**src/rtl/vram_scan_arbiter.sv**
```systemverilog
// Single-port VRAM arbiter: fixed-priority VGA scanout with 2x2 pixel doubling,
// host valid/ready port in the remaining cycles, registered 4:4:4 colour out.
module vram_scan_arbiter #(
    parameter int ADDR_WIDTH = 17,
    parameter int DATA_WIDTH = 12,
    parameter int FB_WIDTH   = 320,
    parameter int FB_HEIGHT  = 240,
    parameter int H_VISIBLE  = 640,
    parameter int V_VISIBLE  = 480,
    parameter int H_TOTAL    = 800,
    parameter int V_TOTAL    = 525
) (
    input  logic                  clk_pixel,
    input  logic                  reset,
    input  logic [11:0]           in_h_position,
    input  logic [11:0]           in_v_position,
    input  logic                  in_enable,
    input  logic [11:0]           in_border_rgb,
    input  logic                  in_host_valid,
    input  logic                  in_host_write,
    input  logic [ADDR_WIDTH-1:0] in_host_addr,
    input  logic [DATA_WIDTH-1:0] in_host_wdata,
    output logic                  out_host_ready,
    output logic                  out_host_rvalid,
    output logic [DATA_WIDTH-1:0] out_host_rdata,
    output logic [ADDR_WIDTH-1:0] out_mem_addr,
    output logic                  out_mem_we,
    output logic [DATA_WIDTH-1:0] out_mem_wdata,
    input  logic [DATA_WIDTH-1:0] in_mem_rdata,
    output logic [3:0]            out_vga_r,
    output logic [3:0]            out_vga_g,
    output logic [3:0]            out_vga_b,
    output logic                  out_frame_start
);

    logic                  r_en;
    logic                  r_frame_start;
    logic                  r_rvalid;
    logic [11:0]           r_rgb;

    logic [12:0]           w_h2_sum;
    logic [11:0]           w_h2;
    logic [11:0]           w_tv;
    logic [12:0]           w_h1_sum;
    logic [11:0]           w_h1;
    logic [11:0]           w_v1;
    logic [11:0]           w_v_next;
    logic                  w_slot;
    logic                  w_accept;
    logic                  w_latch_pt;
    logic                  w_h1_vis;
    logic [ADDR_WIDTH-1:0] w_scan_addr;
    logic [11:0]           w_rgb_next;

    assign w_v_next = (in_v_position == 12'(V_TOTAL - 1)) ?
                      12'd0 : in_v_position + 12'd1;

    // Fetch runs two columns ahead; colour register loads one column ahead.
    always_comb begin
        w_h2_sum = {1'b0, in_h_position} + 13'd2;
        w_h2     = w_h2_sum[11:0];
        w_tv     = in_v_position;
        if (w_h2_sum >= 13'(H_TOTAL)) begin
            w_h2 = 12'(w_h2_sum - 13'(H_TOTAL));
            w_tv = w_v_next;
        end
    end

    always_comb begin
        w_h1_sum = {1'b0, in_h_position} + 13'd1;
        w_h1     = w_h1_sum[11:0];
        w_v1     = in_v_position;
        if (w_h1_sum >= 13'(H_TOTAL)) begin
            w_h1 = 12'(w_h1_sum - 13'(H_TOTAL));
            w_v1 = w_v_next;
        end
    end

    assign w_slot = r_en && (w_h2 < 12'(H_VISIBLE)) && !w_h2[0] &&
                    (w_tv < 12'(V_VISIBLE));

    assign w_scan_addr = ADDR_WIDTH'(32'(w_tv[11:1]) * 32'(FB_WIDTH) +
                                     32'(w_h2[11:1]));

    assign w_accept = in_host_valid && !w_slot && !reset;

    always_comb begin
        out_host_ready = !w_slot;
        out_mem_addr   = w_slot ? w_scan_addr : in_host_addr;
        out_mem_we     = w_accept && in_host_write;
        out_mem_wdata  = in_host_wdata;
    end

    assign w_latch_pt = (in_h_position == 12'(H_TOTAL - 3)) &&
                        (in_v_position == 12'(V_TOTAL - 1));

    assign w_h1_vis = (w_h1 < 12'(H_VISIBLE)) && (w_v1 < 12'(V_VISIBLE));

    // Odd columns repeat the pair's word; bus data is stale by then.
    always_comb begin
        w_rgb_next = 12'd0;
        if (w_h1_vis) begin
            if (!r_en)
                w_rgb_next = in_border_rgb;
            else if (!w_h1[0])
                w_rgb_next = in_mem_rdata[11:0];
            else
                w_rgb_next = r_rgb;
        end
    end

    always_ff @(posedge clk_pixel) begin
        if (reset) begin
            r_en          <= 1'b0;
            r_frame_start <= 1'b0;
            r_rvalid      <= 1'b0;
            r_rgb         <= 12'd0;
        end else begin
            r_frame_start <= w_latch_pt;
            if (w_latch_pt)
                r_en <= in_enable;
            r_rvalid <= w_accept && !in_host_write;
            r_rgb    <= w_rgb_next;
        end
    end

    assign out_host_rvalid = r_rvalid;
    assign out_host_rdata  = r_rvalid ? in_mem_rdata : '0;
    assign out_vga_r       = r_rgb[11:8];
    assign out_vga_g       = r_rgb[7:4];
    assign out_vga_b       = r_rgb[3:0];
    assign out_frame_start = r_frame_start;

endmodule
```
**config.mk**
```make
export PLATFORM = sky130hd
export DESIGN_NAME = vram_scan_arbiter
export DESIGN_NICKNAME = d
export VERILOG_FILES = /design/src/rtl/vram_scan_arbiter.sv
export SDC_FILE = /design/constraint.sdc
export NUM_CORES = 1
export LEC_CHECK = 0
export ABC_AREA = 1
export CORE_ASPECT_RATIO = 1.2
export CORE_MARGIN = 1
export CORE_UTILIZATION = 40
export DETAILED_ROUTE_END_ITERATION = 10
export GPL_ROUTABILITY_DRIVEN = 0
export GPL_TIMING_DRIVEN = 0
export PLACE_DENSITY = 0.78
export SLEW_MARGIN = 25
export SYNTH_ARGS = -nofsm -noshare
export SYNTH_HDL_FRONTEND = slang
export SYNTH_SLANG_ARGS = --single-unit
```
**constraint.sdc**
```tcl
create_clock -name clk_pixel -period 20.9 [get_ports clk_pixel]
set_clock_uncertainty 0.2 [all_clocks]
set_input_delay 6.27 -clock clk_pixel [delete_from_list [all_inputs] [get_ports clk_pixel]]
set_output_delay 6.27 -clock clk_pixel [all_outputs]
set_load 0.01 [all_outputs]
```
# ---- Yosys cells after proc, flatten, opt, wreduce, memory -nomap -nowiden
# Cells that the tools add are included.
dict set report word_totals {
  ff_bits 15
  inputBits 82
  output_inout_bits 57
  word_cells 44
}
dict set report op_classes {
  addsub 6
  n_mul 1
  magnitude_cmp 6
  n_eq_ne 3
  n_mux 9
  n_bitwise 1
  n_reduce_logical 14
}
# cell n
set op_table {}
lappend op_table {{$mux 12} 8}
lappend op_table {{$ge 13x10->1 const B} 2}
lappend op_table {{$eq 12x10->1 const B} 2}
lappend op_table {{$lt 12x10->1 const B} 2}
lappend op_table {{$lt 12x9->1 const B} 2}
lappend op_table {{$sub 12x10->12 const B} 2}
lappend op_table {{$add 17x11->17} 1}
lappend op_table {{$mux 17} 1}
lappend op_table {{$add 12x1->13 const B} 1}
lappend op_table {{$add 12x2->13 const B} 1}
lappend op_table {{$add 12x1->12 const B} 1}
lappend op_table {{$mul 11x3->11 const B} 1}
lappend op_table {{$logic_and 1x1->1} 9}
lappend op_table {{$logic_not 1->1} 4}
lappend op_table {{$ne 2x2->1 const B} 1}
lappend op_table {{$reduce_or 2->1} 1}
lappend op_table {{$not 1->1} 1}

# ---- Logic depth before layout (Yosys ltp)
dict set report depth {
  ltp_word 11
  ltp_mapped 33
  mapped_depth_nobuf 31
}

# ---- Worst setup path after synthesis
# OpenSTA, ideal clock, no wires.
dict set report synth_path {
  path_kind {input to output}
  startpoint {in in_h_position[1]}
  endpoint {out out_mem_addr[16]}
  arrival_time_ns 10.505
  t_required_ns 14.430
  path_slack_ns 3.925
  cell_stages 30
  n_path_buf 2
  cell_sequence {ha_1 nand2_1 nor2_2 xor2_1 inv_1 ha_1 nand2_2 nand3_2 nand2_4 nor2_8 nand2_4 buf_8 buf_2 a21o_1 nand3_1 inv_1 ha_1 ha_1 fa_1 ha_1 nand2_1 a21boi_0 nand2_1 nor3_1 nand3_1 nand2_1 inv_1 nand2_1 nand2_1 o21ai_2}
}
dict set report synth_between {
  elab_chain_cells 8
  word_cells_on_any_way 14
  cone_classes {add/sub (3); mul (1); order compare (3); mux (3); reduce/logical (4)}
}
# item line_no
set synth_lines {}
lappend synth_lines {{start, declared} 15} ;# input logic [11:0] in_h_position,
lappend synth_lines {{$add 12x2->13 (*)} 60} ;# w_h2_sum = {1'b0, in_h_position} + 13'd2;
lappend synth_lines {{parallel branches: the longest is 6 deep, another holds $add 17x11->17} n/a}
lappend synth_lines {{$mux 17 (*)} 89} ;# out_mem_addr = w_slot ? w_scan_addr : in_host_addr;
lappend synth_lines {{end, declared} 26} ;# output logic [ADDR_WIDTH-1:0] out_mem_addr,
# Mark *: on every way between the ends.

# ---- Worst setup path after layout
# Ends and elaborated chain as after synthesis.

==> reports/results.ini <==
[synth]
synth_cell_types=41
ys_ff_latch=15
mappedNetlistNets=615
ys.warnings.count=0
ys_seq_area_share_pct=9.86
avgSynthCellArea_um2=6.00
syn_inst=507
synth_area_mm2=0.00304

[final_layout]
area_growth_pct=46.7
fin_nets=746
layoutNonFillerInstCount=727
layout-drive-gt1-share_pct=12.6
num-fill-cells=685
antenna_cells=0

[grt]
grt_max_degree=11
overflow=0
grt_antenna_before_repair=0
grt_use_total_pct=22.1
grt_pass1_vias=3319
grt_pass1_wl_um=14400

[die]
core_region_area_mm2=0.00732
die_x_um=81.6
fp-row-count=34
start_util_pct=41.6
dieArea_mm2=0.00796
pin_count=139
die_h_um=97.6

[worst_setup_path]
path_buf_inv=8
reg2reg_to=r_rgb[11]$_SDFFE_PP0P_
r2r-start=r_en$_SDFFE_PP0P_
startpoint_type=primary input
required_ns=14.43
max_stage_delay_ns=0.63
critPathArrivalTime_ns=12.37
r2r_cells=7
cp_top_family=buffers and inverters
crit_type=in2out
rrSetupSlack_ns=19.06
slowest_stage=clkdlybuf4s50_1
crit_top_cell=nand2_1
end_kind=primary output
critical_path.max_fanout=10

[job]
drv_cap=0

[power_and_ir_drop]
comb_power_share_pct=67.1
powerDensity_mw_per_mm2=36.2
internal_power_w=0.0000923
p_sw_w=0.0000694
p_seq_share_pct=18.2
switching_share_pct=42.9
p_leak_nw=2.22
p_clk_share_pct=14.7
peakVddDrop_mv=0.0235

[sta]
tns_ns=0
holdWs_ns=0.329
slew_viol_final=0
rsz0062_at_grt=false
fin_crit_sh_pct=90.2
worst_pin_slew_ns=0.486
hold_viol=0
setup_violations=0
relSlewSlack_pct=67.2
period_needed_ns=18.84
setup_slack_ns=2.06
max_freq_ghz=0.0531

[clock_tree]
cts.clk_slew.worst_paths_ns=0.06
clock_sinks=15
ctsHoldBuffers=0
clock_latency_ns=0.25
tritoncts=done
cts_htree_levels=1
cts_buffer_depth=2
cts_buffers=3
cts-resized-gates=0
post_cts_buffers=0
cts_root_buf=clkbuf_8

[routing]
drt_wl_total_um=8780
wl_per_cell_um=12.1
drtIter0Drc=134
vias_per_cell=4.98
drc_errors=0
num_vias=3618
firstDrtPassIters=4
drtAntennaViolNets=0

[min_path]
hold_class=reg2reg
whs_path_depth=2
hp-start=r_rgb[10]$_SDFFE_PP0P_
hold-path-endpoint=r_rgb[10]$_SDFFE_PP0P_

[placed_design]
dp_hpwl_um=7590
port_buffers=126
dp_cells=723
pre_cts_ws_ns=2.07

[run_status]
status=complete, no violations

[synth_stat cells, drive strengths merged]
master  number  share of area [%]
a211oi       2               0.49
o311ai       1               0.29
a21oi       20                3.3
clkbuf       7               0.86
nand4        8                1.6
a31o         1               0.29
o211ai       1               0.25
a21o         1               0.25
o21bai       2               0.49
nand3       46                9.0
a21boi       1               0.25
dfxtp       15                9.9
xor2        14                4.0
ha          24                9.9
nand2      159                 22
nor4         5                1.0
nor2        35                6.1
nor3        18                3.0
o21ai       35                8.0
nand3b       1               0.25
or2          1               0.21
o21a         1               0.25
buf         17                4.7
clkinv       1               0.12
inv         80                9.9
fa           2                1.3
a22o         3               0.86
xnor2        6                1.7
[worst max-delay path by stage]
stage	endpoint	slack [ns]	from	depth (start not counted)
finish	out_mem_addr[16]	2.06	in_h_position[1]	34
CTS	out_mem_addr[16]	2.06	in_h_position[1]	33
detailed placement	out_mem_addr[16]	2.07	in_h_position[1]	33
global route	out_mem_addr[16]	1.63	in_h_position[1]	33
global placement	out_mem_addr[16]	2.16	in_h_position[1]	33
floorplan	out_mem_addr[16]	3.92	in_h_position[1]	30
[cells in the final DEF (no fill, tap or decap), drive strengths merged]
master / n
or2: 1
fa: 2
nand2: 159
inv: 80
a21o: 1
nand4: 8
a22o: 3
o211ai: 1
dfxtp: 15
nor4: 5
clkdlybuf4s50: 126
o21ai: 35
o311ai: 1
clkinv: 2
o21a: 1
clkbuf: 10
nor3: 18
xor2: 14
a21boi: 1
a211oi: 2
nand3: 46
ha: 24
buf: 17
o21bai: 2
a21oi: 20
nor2: 35
a31o: 1
nand3b: 1
xnor2: 6
[stage by stage]
stage	total power [W]	utilization (%)	area (µm²)
after floorplan	0.000102	-	3040
after global placement	0.000136	60.4	4420
after detailed placement	0.000139	60.4	4420
after CTS	0.000162	61.0	4460
after global routing	0.000177	61.0	4460
final	0.000162	61.0	4460
[power by group through the flow]
stage          logic [W]  registers (W)  clock network (W)
6_report        0.000108      0.0000295          0.0000237
5_1_grt         0.000122      0.0000295          0.0000257
4_1_cts         0.000109      0.0000295          0.0000238
3_5_place_dp    0.000108      0.0000301                  0
3_3_place_gp    0.000106      0.0000301                  0
2_1_floorplan  0.0000712      0.0000304                  0
[area by class of cell]
cell class / count / area (µm²) / area share, %
Buffer: 24 / 170 / 3.81
Clock inverter: 1 / 5.00 / 0.112
Timing Repair Buffer: 126 / 1260 / 28.3
Sequential cell: 15 / 300 / 6.73
Inverter: 81 / 304 / 6.81
Multi-Input combinational cell: 387 / 2270 / 50.8
Tap cell: 90 / 113 / 2.52
Clock buffer: 3 / 41.3 / 0.925
[kinds of logic (layout without fill, tap and decap cells)]
group,Yosys count,count (layout),synth area share (%)
and+or+nand+nor,273,273,43.0
buffers and inverters,105,235,15.6
AOI/OAI and AO/OA,68,68,14.7
adders and majority gates,26,26,11.2
xor gates and xnor gates,20,20,5.75
DFF,15,15,9.86
[flip-flops by register name, summed over array words and instances (netlist names)]
signal / cells
r_rgb: 12
out_frame_start: 1
out_host_rvalid: 1
r_en: 1
[worst register-to-register path: stages (launching register included)]
cell and delay, ns:
dfxtp_1 0.33, inv_1 0.09, nor2_1 0.31, clkbuf_1 0.41
nand2_1 0.11, nand2_1 0.09, a21oi_1 0.04, nor3_1 0.18
[routing by layer]
layer  GRT usage [%]  up-vias  share of wire [%]
met4            3.24        0               0.74
met5               0        -                  0
met3            2.63        8                5.0
li1                -     1885                  -
met2            41.8      125                 53
met1            26.0     1600                 42
(Power assumes the default switching activity.)
